[src/rtl/motor_endstop_guard.sv]
// Step/dir guard for one axis: debounced endstops, directional step blocking,
// absolute position counter and trip interrupt. Optional MOTOR_ENDSTOP_GUARD_BLOCKED_CNT_EN adds blocked_cnt.
module motor_endstop_guard #(
  parameter int unsigned DEBOUNCE_N  = 500,
  parameter bit          ENDSTOP_INV = 1'b0
) (
  input  logic               clk,
  input  logic               reset,
  input  logic               step_in,
  input  logic               dir_in,
  input  logic               endstop_min_raw,
  input  logic               endstop_max_raw,
  input  logic               arm,
  input  logic               clear,
  input  logic               set_pos,
  input  logic signed [31:0] pos_val,
  output logic               step_out,
  output logic               dir_out,
  output logic signed [31:0] pos,
  output logic               min_hit,
  output logic               max_hit,
  output logic               tripped,
`ifdef MOTOR_ENDSTOP_GUARD_BLOCKED_CNT_EN
  output logic [15:0]        blocked_cnt,
`endif
  output logic               trip_int
);

  localparam logic [1:0] ST_IDLE  = 2'd0;
  localparam logic [1:0] ST_PASS  = 2'd1;
  localparam logic [1:0] ST_BLOCK = 2'd2;

  localparam logic [15:0] DB_LAST = 16'(DEBOUNCE_N - 1);

  // Bit 0 is the min endstop, bit 1 the max endstop.
  logic [1:0]       raw_act;
  logic [1:0]       sync1_q, sync2_q;
  logic [1:0]       deb_q, deb_d;
  logic [1:0][15:0] db_cnt_q, db_cnt_d;

  logic             step_q;
  logic             dir_q;
  logic [1:0]       state_q, state_d;
  logic signed [31:0] pos_q, pos_d;
  logic             tripped_q, tripped_d;
  logic             trip_int_q, trip_int_d;

  logic             step_rise;
  logic             block;
  logic             pass_entry;
  logic             block_entry;

  assign raw_act = {endstop_max_raw, endstop_min_raw} ^ {2{ENDSTOP_INV}};

  // NOTE: next-state logic is combinational with a default assignment for every
  // signal before any branch; an unassigned path would infer a latch.
  always_comb begin
    deb_d    = deb_q;
    db_cnt_d = db_cnt_q;
    for (int i = 0; i < 2; i++) begin
      if (sync2_q[i] == deb_q[i]) begin
        db_cnt_d[i] = 16'd0;
      end else if (db_cnt_q[i] == DB_LAST) begin
        deb_d[i]    = ~deb_q[i];
        db_cnt_d[i] = 16'd0;
      end else begin
        db_cnt_d[i] = db_cnt_q[i] + 16'd1;
      end
    end
  end

  // NOTE: state registers use non-blocking assignments so every flop samples
  // pre-edge values, independent of statement order.
  always_ff @(posedge clk or posedge reset) begin
    if (reset) begin
      sync1_q  <= 2'b00;
      sync2_q  <= 2'b00;
      deb_q    <= 2'b00;
      db_cnt_q <= '0;
    end else begin
      sync1_q  <= raw_act;
      sync2_q  <= sync1_q;
      deb_q    <= deb_d;
      db_cnt_q <= db_cnt_d;
    end
  end

  assign min_hit = deb_q[0];
  assign max_hit = deb_q[1];

  // step_q resets high so a step_in already high at reset release is no edge.
  assign step_rise   = step_in & ~step_q;
  assign block       = arm & ((dir_in & max_hit) | (~dir_in & min_hit));
  assign pass_entry  = (state_q == ST_IDLE) & step_rise & ~block;
  assign block_entry = (state_q == ST_IDLE) & step_rise & block;

  always_comb begin
    state_d = state_q;
    case (state_q)
      ST_IDLE: begin
        if (step_rise) state_d = block ? ST_BLOCK : ST_PASS;
      end
      ST_PASS, ST_BLOCK: begin
        if (!step_in) state_d = ST_IDLE;
      end
      default: state_d = ST_IDLE;
    endcase
  end

  always_comb begin
    pos_d = pos_q;
    if (set_pos) begin
      pos_d = pos_val;
    end else if (pass_entry) begin
      pos_d = dir_in ? pos_q + 32'sd1 : pos_q - 32'sd1;
    end
  end

  // A blocked step on the same edge as clear leaves the flag set.
  always_comb begin
    tripped_d  = tripped_q;
    trip_int_d = block_entry;
    if (block_entry) begin
      tripped_d = 1'b1;
    end else if (clear) begin
      tripped_d = 1'b0;
    end
  end

  always_ff @(posedge clk or posedge reset) begin
    if (reset) begin
      step_q     <= 1'b1;
      dir_q      <= 1'b0;
      state_q    <= ST_IDLE;
      pos_q      <= '0;
      tripped_q  <= 1'b0;
      trip_int_q <= 1'b0;
    end else begin
      step_q     <= step_in;
      dir_q      <= dir_in;
      state_q    <= state_d;
      pos_q      <= pos_d;
      tripped_q  <= tripped_d;
      trip_int_q <= trip_int_d;
    end
  end

  assign step_out = (state_q == ST_PASS);
  assign dir_out  = dir_q;
  assign pos      = pos_q;
  assign tripped  = tripped_q;
  assign trip_int = trip_int_q;

`ifdef MOTOR_ENDSTOP_GUARD_BLOCKED_CNT_EN
  logic [15:0] blocked_cnt_q, blocked_cnt_d;

  always_comb begin
    blocked_cnt_d = blocked_cnt_q;
    if (clear) begin
      blocked_cnt_d = 16'd0;
    end else if (block_entry && blocked_cnt_q != 16'hFFFF) begin
      blocked_cnt_d = blocked_cnt_q + 16'd1;
    end
  end

  always_ff @(posedge clk or posedge reset) begin
    if (reset) blocked_cnt_q <= 16'd0;
    else       blocked_cnt_q <= blocked_cnt_d;
  end

  assign blocked_cnt = blocked_cnt_q;
`endif

endmodule

[config.mk]
export PLATFORM = sky130hd
export DESIGN_NAME = motor_endstop_guard
export DESIGN_NICKNAME = d
export VERILOG_FILES = /design/src/rtl/motor_endstop_guard.sv
export SDC_FILE = /design/constraint.sdc
export NUM_CORES = 1
export LEC_CHECK = 0
export BUFFER_PORTS_ARGS = -buffer_cell sky130_fd_sc_hd__buf_2
export CORE_MARGIN = 2
export CORE_UTILIZATION = 30
export DETAILED_ROUTE_END_ITERATION = 12
export GPL_TIMING_DRIVEN = 0
export SYNTH_ARGS = -nofsm -noshare
export SYNTH_HDL_FRONTEND = slang
export SYNTH_SLANG_ARGS = --single-unit
[constraint.sdc]
create_clock -name clk -period 2.35 [get_ports clk]
set_clock_uncertainty 0.1 [all_clocks]
set_input_delay 0.47 -clock clk [delete_from_list [all_inputs] [get_ports clk]]
set_output_delay 0.47 -clock clk [all_outputs]
set_load 0.02 [all_outputs]
Word level (Yosys, flattened, before mapping)
Cells that the tools add are included.
{ "op_classes": {"eq_ne": 8, "muxes": 13, "reduce_logical": 7, "n_addsub": 4, "bitwise_logic": 15} }
{ "op_table": {"columns": ["op", "count"], "rows": [
  ["$mux W32", 3],
  ["$mux W16", 4],
  ["$add A16 B1 Y16 const B", 2],
  ["$add A32 B2 Y32 const B", 1],
  ["$eq A16 B9 Y1 const B", 2],
  ["$sub A32 B2 Y32 const B", 1],
  ["$and A1 B1 Y1", 7],
  ["$not A1 Y1", 7],
  ["$mux W2", 3],
  ["$reduce_and A2 Y1", 3],
  ["$ne A2 B2 Y1 const B", 2],
  ["$pmux W2 S2", 1],
  ["$reduce_bool A2 Y1", 2],
  ["$eq A1 B1 Y1", 2],
  ["$eq A2 B1 Y1 const B", 1],
  ["$eq A2 B2 Y1 const B", 1],
  ["$logic_not A2 Y1", 1],
  ["$mux W1", 2],
  ["$reduce_or A2 Y1", 1],
  ["$or A1 B1 Y1", 1]
]} }
{ "word_totals": {"output_inout_bits": 38, "inputBits": 41, "register_bits": 76} }

Longest topological paths before layout
{ "depth": {"word_depth": 8, "mapped_depth": 10} }

Worst setup path before layout
OpenSTA, ideal clock, no wires.
{ "synth_path": {"path_type": "input port to flip-flop", "start": "input port dir_in", "end": "register pos_q[29] (netlist: pos[29])", "t_required_ps": 2158, "arrival_ps": 2914, "stages": 10, "path_buffers": 1, "path_slack_ps": -755, "cell_sequence": "inv_1 > ha_1 > buf_6 > a21o_1 > and3_4 > or4_4 > o22ai_4 > nor3_2 > o21a_1 > o31ai_2"} }
{ "synth_via": {"elab_chain_len": 7} }
{ "synth_rtl": {"columns": ["item", "line", "text"], "rows": [
  ["start: declaration", "10", "input logic dir_in,"],
  ["$not A1 Y1", "93", "assign block = arm & ((dir_in & max_hit) | (~dir_in & min_hit));"],
  ["$and A1 B1 Y1", "93", null],
  ["$or A1 B1 Y1", "93", null],
  ["$and A1 B1 Y1", "93", null],
  ["$not A1 Y1", "94", "assign pass_entry = (state_q == ST_IDLE) & step_rise & ~block;"],
  ["$and A1 B1 Y1", "94", null],
  ["$reduce_bool A2 Y1 (no line)", null, null],
  ["end signal: assignment", "142", "pos_q <= pos_d;"],
  ["end: declaration", "44", "logic signed [31:0] pos_q, pos_d;"]
]} }
Several ways; a longest one is shown, not always the timed one. The select of a mux whose other input is x is not followed.
A chain may end at the register's enable or synchronous reset.

Final worst setup path
{ "layout_path": {"start": "input port dir_in", "end": "register pos_q[23] (netlist: pos[23])"} }
The elaborated chain is that of the path after synthesis.

==> impl_metrics.json <==
{
  "syn_to_final_growth_pct": 36.00,
  "ys.flop_type": "dfrtp_1",
  "ios": 79,
  "relSlewSlack": 0.5220,
  "initial_utilization": 0.3052,
  "critPathArrivalTime_ns": 2.83,
  "finalCoreUtilization": 0.4151,
  "synthArstFlopShare": 1.000,
  "vias_per_cell": 5.252,
  "drtAntennaViolNets": 0,
  "hold_viol": 0,
  "die_h_um": 136.4,
  "grt_pass1_wl_um": 25220,
  "fmax_mhz": 378.6,
  "drt_iter0_markers": 387,
  "place_hpwl_um": 11290,
  "route.vias.total": 5037,
  "root_buffer": "clkbuf_16",
  "routed_wl_um": 16410,
  "grt_overflow": 0,
  "cp-end-kind": "register",
  "insertion_delay_ns": 0.36,
  "period_minus_slack_ns": 2.641,
  "critPathLaunchType": "input port",
  "violations": "negative setup slack",
  "syn_nets": 682,
  "critPathKind": "in -> reg",
  "h-tree-depth": 3,
  "p_leak_nw": 3.153,
  "stdcell_count": 959,
  "seq_area_frac_synth": 0.3617,
  "antenna_found_initial": 2,
  "synth-seq-cells": 76,
  "design_area_um2": 7156,
  "setup_viol_count_final": 20,
  "grt_start_max_net_pins": 35,
  "worst_slew_pin_slew_ns": 0.7170,
  "firstDrtPassIters": 5,
  "dieArea_um2": 18610,
  "whs_ns": 0.02807,
  "clkSinkCount": 76,
  "cts_made_buffers": 9,
  "vdd_drop_max_uv": 497.9,
  "cts_tree": "built",
  "synthesis.instances": 606,
  "hold_buffers": 0,
  "period_share": 1.124,
  "placed_area_um2": 6011,
  "place_inst": 911,
  "synthesis.area_um2": 5261,
  "fillers": 1700,
  "row_count": 48,
  "synth_top_cell_by_area": "dfrtp_1",
  "ys_types": 67,
  "powerDensity_nw_per_um2": 760.2,
  "crit_fanout": 8,
  "rsz0062_at_grt": "yes",
  "avgRoutedWirePerCell_um": 17.11,
  "track_usage": 0.1764,
  "path_clk_slew_ns": 0.07,
  "gp_congestion": 0.9180,
  "wl_met3_um": 894,
  "synth_area_leaders": "dfrtp_1 36%, ha_1 8.1%, a21oi_1 5.1%, xor2_1 4.5%, nand2_1 4.1%",
  "maxCapViolations": 0,
  "portBuffers": 78,
  "grt_pass1_vias": 4876,
  "synth_top_area_frac": 0.3567,
  "worstPathRequired_ns": 2.54,
  "met2WireLength_um": 7808,
  "ys_top_cells_by_count": "75 x dfrtp_1, 58 x nand2_1, 56 x nor2_1",
  "synth_edf_count": 0,
  "drive_gt1_frac": 0.3179,
  "syn_area_per_cell_um2": 8.682,
  "total_power_mw": 5.440,
  "ys_warn_count": 0,
  "layout.nets": 804,
  "synthMostInstantiatedCell": "dfrtp_1",
  "highest_layer": "met5",
  "die_width_um": 136.4,
  "setup_ws_ns": -0.2914,
  "drc": 0,
  "core_um2": 17240,
  "min_path_type": "in -> async",
  "report.final.slew_viol_count": 0,
  "wl_met1_um": 7265,
  "status": "complete, but fails checks",
  "clk_path_buf_depth": 2
}
critical path, stage by stage:
cell        delay, ns
buf_12           0.10
clkinvlp_4       0.16
buf_12           0.19
ha_4             0.26
buf_8            0.12
nand3_4          0.07
or2_4            0.27
a211o_1          0.29
a31oi_4          0.27
a21boi_4         0.12
or3_4            0.41
nand3_2          0.08
kinds of logic (layout without fill, tap and decap cells):
logic type                 after synthesis  after routing  share of synthesized area
DFF                                     76             76                     0.3617
adders and majority gates               35             35                    0.08466
muxes                                    6              6                    0.01213
other                                    0              1                          0
and+or+nand+nor                        214            214                     0.1993
AOI/OAI and AO/OA                      177            177                     0.2190
buffers and inverters                   49            176                    0.04162
xor gates and xnor gates                49             49                    0.08157
cells in the final DEF (no fill, tap or decap), types with 4 or more instances in the layout:
cell type,instances
ha_1,18
xnor2_1,22
clkinvlp_4,4
inv_1,18
a21o_1,17
ha_4,14
clkbuf_16,9
o21a_1,10
buf_12,5
nand3_1,21
buf_4,31
clkbuf_1,8
o21ai_2,5
xor2_1,26
a21oi_4,6
nand2_1,55
nor3_1,7
o21ai_1,12
nor2_1,53
a31oi_1,5
buf_2,79
o221ai_1,8
o21ai_0,22
buf_6,8
clkbuf_2,5
a21oi_2,8
o21bai_1,7
and3_1,23
dfrtp_1,75
or3_1,6
nand4_1,12
a21oi_1,41
repair_timing:
item                                    4_1_cts  5_1_grt
buffers inserted                             17       21
gates cloned                                  1        0
pin swaps                                    18       45
gates resized for setup                      58       61
endpoints found under the setup margin       30       49
layout make-up:
type / count / area [µm²] / area share
multi-input cells: 481 / 3660 / 0.5115
flip-flops and latches: 76 / 1903 / 0.2660
repair buffers: 118 / 774.5 / 0.1082
well taps: 225 / 281.5 / 0.03934
clock buffers: 11 / 252.7 / 0.03532
plain buffers: 21 / 131.4 / 0.01836
inverters: 20 / 82.58 / 0.01154
clock inverters: 5 / 60.06 / 0.008393
repair inverters: 1 / 7.507 / 0.001049
diodes: 1 / 2.502 / 0.0003497
sequential cells by signal (all words and copies together) (netlist names):
signal	flops
state_q	2
dir_out	1
db_cnt_q	32
sync1_q	2
deb_q	2
trip_int	1
tripped	1
sync2_q	2
step_q	1
pos	32
metrics by stage:
stage	TNS, ns	setup slack [ns]
floorplan	-11.99	-0.6145
global placement	-37.13	-1.581
detailed placement	-37.71	-1.617
CTS	-3.299	-0.2629
global route	-4.893	-0.3573
finish	-3.261	-0.2914
power by group:
group          internal [mW]  switching, mW
logic                   1.05           1.37
registers               1.43          0.127
clock network          0.882          0.586
total                   3.36           2.08
path summary, 6_finish.rpt:
check                                           from                    to  slack (ns)  cells after the start
worst min-delay path                           reset   pos[28]$_DFFE_PP0P_        0.03                      2
worst max register to register    pos[1]$_DFFE_PP0P_   pos[23]$_DFFE_PP0P_       -0.18                      8
worst max-delay path                          dir_in   pos[23]$_DFFE_PP0P_       -0.29                     12
max in group asynchronous                      reset    pos[4]$_DFFE_PP0P_        1.40                      4
min in group clk                     endstop_min_raw  sync1_q[0]$_DFF_PP0_        0.13                      1
worst min register to register  sync1_q[1]$_DFF_PP0_  sync2_q[1]$_DFF_PP0_        0.25                      0
per-layer routing:
metal,up-vias,track usage
li1,2428,-
met1,2426,0.2248
met2,147,0.2881
met3,34,0.04623
met4,2,0.06250
met5,-,0
Note: power is estimated with default switching activity, not from simulation.
